===== config.mk =====
export PLATFORM = sky130hd
export DESIGN_NAME = mask_stream_ctrl
export DESIGN_NICKNAME = d
export VERILOG_FILES = /design/src/rtl/mask_stream_ctrl.sv
export SDC_FILE = /design/constraint.sdc
export NUM_CORES = 1
export LEC_CHECK = 0
export CAP_MARGIN = 10
export CORE_AREA = 5 5 172 174
export CTS_CLUSTER_SIZE = 40
export DETAILED_ROUTE_END_ITERATION = 6
export DIE_AREA = 0 0 177 179
export GPL_ROUTABILITY_DRIVEN = 0
export GPL_TIMING_DRIVEN = 0
export PLACE_DENSITY = 0.66
export SETUP_SLACK_MARGIN = 0.4
export SYNTH_ARGS = -nofsm -noshare
export SYNTH_HDL_FRONTEND = slang
export SYNTH_SLANG_ARGS = --single-unit

===== constraint.sdc =====
create_clock -name clk -period 4 [get_ports clk]
set_input_delay 0.8 -clock clk [delete_from_list [all_inputs] [get_ports clk]]
set_output_delay 0.8 -clock clk [all_outputs]
set_load 0.01 [all_outputs]

===== src/rtl/mask_stream_ctrl.sv =====
// mask_stream_ctrl
//   Frame sequencer in front of the 3x3 mask filter core. Upstream pixels are
//   banked in a show-ahead prefetch FIFO. The core is held in reset until
//   PRIME_LEVEL pixels are available, or until the whole frame is in. After
//   that, one pixel is handed to the core on every cycle the core is not busy.
//   Filtered pixels coming back from the core are tagged with row/column.
//   The frame ends after ROWS*COLS outputs.
//
// Ports
//   clk, rst              rising-edge clock, synchronous active-low reset
//   start                 begin a frame (only looked at in IDLE)
//   src_valid/ready/data  upstream pixel handshake into the prefetch FIFO
//   core_rst              registered active-high reset to the filter core
//   core_data             FIFO head while feeding, otherwise 0
//   core_busy             low = core takes core_data this cycle
//   core_dout/out_valid   filter core output
//   pix_valid/data/col/row tagged output pixel, one cycle after the core output
//   frame_done            pulse together with the last pix_valid of the frame
//   underrun              sticky: core took a pixel while the FIFO was empty
//   state                 FSM state code
//
// State | meaning
//   IDLE  (0) | core in reset, waiting for start
//   PRIME (1) | core in reset, banking pixels into the FIFO
//   RUN   (2) | core running, FIFO feeds the core
//   DRAIN (3) | every pixel has been fed, collecting the remaining outputs
//   DONE  (4) | last output seen, core back in reset, one cycle only

module mask_stream_ctrl #(
  parameter int DW          = 8,
  parameter int COLS        = 16,
  parameter int ROWS        = 16,
  parameter int FIFO_DEPTH  = 32,
  parameter int PRIME_LEVEL = 16,
  localparam int COL_W = (COLS > 1) ? $clog2(COLS) : 1,
  localparam int ROW_W = (ROWS > 1) ? $clog2(ROWS) : 1
) (
  input  logic             clk,
  input  logic             rst,
  input  logic             start,
  input  logic             src_valid,
  input  logic [DW-1:0]    src_data,
  output logic             src_ready,
  output logic             core_rst,
  output logic [DW-1:0]    core_data,
  input  logic             core_busy,
  input  logic [DW-1:0]    core_dout,
  input  logic             core_out_valid,
  output logic             pix_valid,
  output logic [DW-1:0]    pix_data,
  output logic [COL_W-1:0] pix_col,
  output logic [ROW_W-1:0] pix_row,
  output logic             frame_done,
  output logic             underrun,
  output logic [2:0]       state
);

  localparam int TOTAL = ROWS * COLS;
  localparam int CNT_W = $clog2(TOTAL + 1);
  localparam int FC_W  = $clog2(FIFO_DEPTH + 1);
  localparam int PTR_W = $clog2(FIFO_DEPTH);

  localparam logic [CNT_W-1:0] TOTAL_C = CNT_W'(TOTAL);
  localparam logic [CNT_W-1:0] LAST_C  = CNT_W'(TOTAL - 1);
  localparam logic [FC_W-1:0]  FULL_C  = FC_W'(FIFO_DEPTH);
  localparam logic [FC_W-1:0]  PRIME_C = FC_W'(PRIME_LEVEL);
  localparam logic [COL_W-1:0] COL_END = COL_W'(COLS - 1);

  typedef enum logic [2:0] {
    IDLE  = 3'd0,
    PRIME = 3'd1,
    RUN   = 3'd2,
    DRAIN = 3'd3,
    DONE  = 3'd4
  } state_t;

  state_t            state_q;
  logic [DW-1:0]     mem [FIFO_DEPTH];
  logic [PTR_W-1:0]  wr_ptr;
  logic [PTR_W-1:0]  rd_ptr;
  logic [FC_W-1:0]   fifo_cnt;
  logic [CNT_W-1:0]  in_cnt;
  logic [CNT_W-1:0]  feed_cnt;
  logic [CNT_W-1:0]  out_cnt;
  logic [COL_W-1:0]  col_cnt;
  logic [ROW_W-1:0]  row_cnt;

  logic in_window;
  logic push;
  logic feed_slot;
  logic fifo_empty;
  logic pop;
  logic out_beat;

  // src_ready ignores a same-cycle pop, so a full FIFO refuses the beat even
  // when the core drains one entry in that cycle.
  always_comb begin
    in_window  = (state_q == PRIME) || (state_q == RUN);
    src_ready  = in_window && (fifo_cnt < FULL_C) && (in_cnt < TOTAL_C);
    push       = src_valid && src_ready;
    feed_slot  = (state_q == RUN) && !core_busy;
    fifo_empty = (fifo_cnt == '0);
    pop        = feed_slot && !fifo_empty;
    core_data  = pop ? mem[rd_ptr] : '0;
    out_beat   = core_out_valid && ((state_q == RUN) || (state_q == DRAIN));
  end

  assign state = state_q;

  // Storage is not reset; a flush only rewinds the pointers and count.
  always_ff @(posedge clk) begin
    if (push) begin
      mem[wr_ptr] <= src_data;
    end
  end

  always_ff @(posedge clk) begin
    if (!rst) begin
      state_q    <= IDLE;
      wr_ptr     <= '0;
      rd_ptr     <= '0;
      fifo_cnt   <= '0;
      in_cnt     <= '0;
      feed_cnt   <= '0;
      out_cnt    <= '0;
      col_cnt    <= '0;
      row_cnt    <= '0;
      core_rst   <= 1'b1;
      pix_valid  <= 1'b0;
      pix_data   <= '0;
      pix_col    <= '0;
      pix_row    <= '0;
      frame_done <= 1'b0;
      underrun   <= 1'b0;
    end else begin
      pix_valid  <= 1'b0;
      frame_done <= 1'b0;

      if (push) begin
        wr_ptr <= wr_ptr + 1'b1;
        in_cnt <= in_cnt + 1'b1;
      end
      if (pop) begin
        rd_ptr   <= rd_ptr + 1'b1;
        feed_cnt <= feed_cnt + 1'b1;
      end
      case ({push, pop})
        2'b10:   fifo_cnt <= fifo_cnt + 1'b1;
        2'b01:   fifo_cnt <= fifo_cnt - 1'b1;
        default: fifo_cnt <= fifo_cnt;
      endcase

      if (feed_slot && fifo_empty) begin
        underrun <= 1'b1;
      end

      if (out_beat) begin
        pix_valid <= 1'b1;
        pix_data  <= core_dout;
        pix_col   <= col_cnt;
        pix_row   <= row_cnt;
        out_cnt   <= out_cnt + 1'b1;
        if (col_cnt == COL_END) begin
          col_cnt <= '0;
          row_cnt <= row_cnt + 1'b1;
        end else begin
          col_cnt <= col_cnt + 1'b1;
        end
      end

      case (state_q)
        IDLE: begin
          core_rst <= 1'b1;
          if (start) begin
            state_q  <= PRIME;
            wr_ptr   <= '0;
            rd_ptr   <= '0;
            fifo_cnt <= '0;
            in_cnt   <= '0;
            feed_cnt <= '0;
            out_cnt  <= '0;
            col_cnt  <= '0;
            row_cnt  <= '0;
            underrun <= 1'b0;
          end
        end
        PRIME: begin
          // A frame shorter than the prime level still has to start.
          if ((fifo_cnt >= PRIME_C) || (in_cnt == TOTAL_C)) begin
            state_q  <= RUN;
            core_rst <= 1'b0;
          end
        end
        RUN: begin
          if (out_beat && (out_cnt == LAST_C)) begin
            state_q    <= DONE;
            core_rst   <= 1'b1;
            frame_done <= 1'b1;
          end else if (pop && (feed_cnt == LAST_C)) begin
            // Leave on the edge of the last pop so RUN never sees the
            // post-frame empty FIFO and flags a bogus underrun.
            state_q <= DRAIN;
          end
        end
        DRAIN: begin
          if (out_beat && (out_cnt == LAST_C)) begin
            state_q    <= DONE;
            core_rst   <= 1'b1;
            frame_done <= 1'b1;
          end
        end
        DONE: begin
          state_q  <= IDLE;
          core_rst <= 1'b1;
        end
        default: begin
          state_q  <= IDLE;
          core_rst <= 1'b1;
        end
      endcase
    end
  end

endmodule


==> summary.md <==
| Metric | Value |
|---|---|
| Status | `completed` |
| Drc violations | `0` |
| RSZ-0062 raised after global routing | `true` |
| Worst Setup Start Kind | `input pin` |
| Arrival @ worst endpoint | `about 2.8 ns` |
| Synth area leader | `edfxtp_1` |
| Io pins | `54` |
| Routed WL | `roughly 29 mm` |
| Hold WS | `0.463 ns` |
| Post-DP HPWL | `around 18 mm` |
| Largest cells by area after synthesis | `edfxtp_1, dfxtp_1, mux4_2, mux2i_1, mux2_2` |
| Final instance area | `0.0158 mm2` |
| Area share of the largest cell type after synthesis | `about 57%` |
| CTS Hold Buffers Added | `0` |
| Part of the cycle the worst path needs | `about nine tenths` |
| TritonRoute pass-1 iters | `6` |
| Die Y-Extent | `between 150 and 200 um` |
| Fmax | `0.281 GHz` |
| Slowest cell delay on critical path | `about 0.41 ns` |
| Asr flop ratio synth | `0%` |
| Peak VDD IR | `~290 uV` |
| EDFF count, synth | `between 200 and 300` |
| Endpoints failing hold | `0` |
| WP data required | `about 3.2 ns` |
| Core Footprint | `roughly 0.028 mm2` |
| Mapped Area | `~0.013 mm2` |
| Num CTS Buffers | `35` |
| Rows | `between 60 and 70` |
| Share of layout cells above drive strength 1 | `~18%` |
| LEAKAGE | `between 0.004 and 0.005 uW` |
| Maxcap violations | `0` |
| Element type at the critical path end | `output pin` |
| Initial Util | `48.6%` |
| CTS tree | `done` |
| Power Density | `roughly 470 mW/mm2` |
| Post-Synthesis Cells | `about 910` |
| Final min period | `3.56 ns` |
| Place WS | `-0.203 ns` |
| Overall routing resource usage | `between 10% and 20%` |
| Vias | `slightly below 8000` |
| Nets | `1053` |
| Synthesized Nets | `about 950` |
| Placed cell areas | `around 0.014 mm2` |
| Global route total overflow | `0` |
| Die X | `177 um` |
| Wire per inst | `~20 um` |
| Synth cell types | `56` |
| Post-synthesis sequential area ratio | `between 60% and 70%` |
| Post-DRT Antenna Nets | `0` |
| Top-count cell post-synth | `edfxtp_1` |
| First-pass GRT wire length | `roughly 45 mm` |
| H-tree Lvls | `2` |
| Ys Warns | `0` |
| Synth cell count leaders | `edfxtp_1, nor2_1, dfxtp_1` |
| Worst path slowest cell | `clkdlybuf4s50_1` |
| CTS clock-pin slew for the worst setup and hold paths | `~0.060 ns` |
| Layout overhead on the synthesized area | `17.8%` |
| Ys flop type | `edfxtp_1` |
| Worst-path fanout max | `11` |
| Max Root-Sink Buffers | `3` |
| Clock Skew | `about 0.018 ns` |
| Initial antenna violation count | `0` |
| Diode count | `0` |
| Worst Slack Setup Final | `0.437 ns` |
| Final max-slew violation count | `0` |
| Syn Area/Cell | `around 15 um2` |
| Least-Margin Pin Slew | `roughly 1.2 ns` |
| Port Buffers | `between 50 and 60` |
| Largest net degree at the start of global routing | `33` |
| Vias in the first global route | `about 7800` |
| Setup violators final | `0` |
| Core Util, Final | `57.3%` |
| Kind of critical path | `in2out` |
| Relative slew slack | `about 17%` |
| Crit-path cells | `clkdlybuf4s50_1 -> nor4b_2 -> a21bo_2 -> inv_4 -> buf_6 -> o21ai_1 -> nor4_2 -> clkbuf_2` |
| Worst skew pair latency | `around 0.50 ns` |
| Via density | `5.48` |
| Initial drt markers | `612` |
| Clock Sinks | `between 300 and 400` |
| Synth Register Bits | `between 300 and 400` |
| Die area | `around 0.032 mm2` |
| Clk root buf | `clkbuf_16` |
| Hold Path Class | `reg2reg` |
-- area by class of cell --
type                    count  area (um2)
fillers                  2258       11800
flip-flops and latches    330        9170
inverters                  12        47.5
repair buffers             64         682
multi-input cells         516        4040
plain buffers              56         339
clock buffers              45         913
well taps                 378         473
clock inverters            17         158
-- per-layer routing --
metal,global-route usage [%],up-vias,wire length [um]
met3,3.31,44,1440
met1,25.3,3867,12800
met4,4.84,0,635
met2,30.9,182,14000
met5,0,-,0
li1,-,3676,-
-- kinds of logic (layout without fill, tap and decap cells) --
| kind of cell | count (synthesis) | after routing | share of synthesized area [%] |
|---|---|---|---|
| DFF | 330 | 330 | 68.3 |
| and+or+nand+nor | 238 | 238 | 8.79 |
| AOI/OAI and AO/OA | 124 | 124 | 6.34 |
| muxes | 98 | 98 | 9.92 |
| buffers and inverters | 68 | 194 | 2.59 |
| xor gates and xnor gates | 40 | 40 | 2.61 |
| adders and majority gates | 16 | 16 | 1.49 |
-- registers in the layout (all words and copies together) (netlist names) --
signal      count
col_cnt         4
state           3
pix_col         4
core_rst        1
rd_ptr          5
pix_valid       1
frame_done      1
mem           256
wr_ptr          5
out_cnt         9
pix_data        8
in_cnt          9
fifo_cnt        6
row_cnt         4
feed_cnt        9
pix_row         4
underrun        1
-- path summary, 6_finish.rpt --
path	from	end	slack (ns)	cells past startpoint
max	core_busy	core_data[6]	0.44	8
max reg2reg	state[2]	fifo_cnt[4]	0.82	15
min reg2reg	pix_data[3]	pix_data[3]	0.46	2
min	pix_data[3]	pix_data[3]	0.46	2
-- critical path, delay by kind of cell --
| kind | cells | cell delay [ns] |
|---|---|---|
| AND/OR/NAND/NOR | 2 | 0.62 |
| AO/OA/AOI/OAI | 2 | 0.44 |
| buffers and inverters | 4 | 0.90 |
-- where the power goes --
group / leakage (uW) / switching (uW) / internal [uW]
logic: 0.00157 / 327 / 215
clock network: 0.000529 / 1240 / 1810
registers: 0.00290 / 25.2 / 3740
-- per-stage QoR --
stage	std cells	TNS [ns]	power, uW
global placement	1345	-0.205	4340
detailed placement	1345	-0.203	4350
CTS	1408	0	7390
floorplan	914	0	4120
finish	1418	0	7360
global route	1418	0	7630
-- cells in the final DEF (no fill, tap or decap), types with 18 or more instances in the layout --
| master | Yosys | final |
|---|---|---|
| edfxtp_1 | 256 | 256 |
| nor2_1 | 78 | 77 |
| dfxtp_1 | 74 | 74 |
| nand2_1 | 67 | 66 |
| clkdlybuf4s50_1 | 0 | 45 |
| mux2i_1 | 42 | 42 |
| clkbuf_16 | 0 | 35 |
| clkbuf_1 | 28 | 34 |
| mux2_2 | 31 | 31 |
| o22ai_1 | 31 | 28 |
| mux4_2 | 25 | 25 |
| xor2_1 | 24 | 24 |
| a211oi_1 | 19 | 18 |
-- what timing repair did --
action / CTS / global route
setup endpoints to repair: 8 / 9
resized for setup: 44 / 24
pin swaps: 6 / 4
setup buffers: 1 / 4
Power figures use the tool's default switching activity.
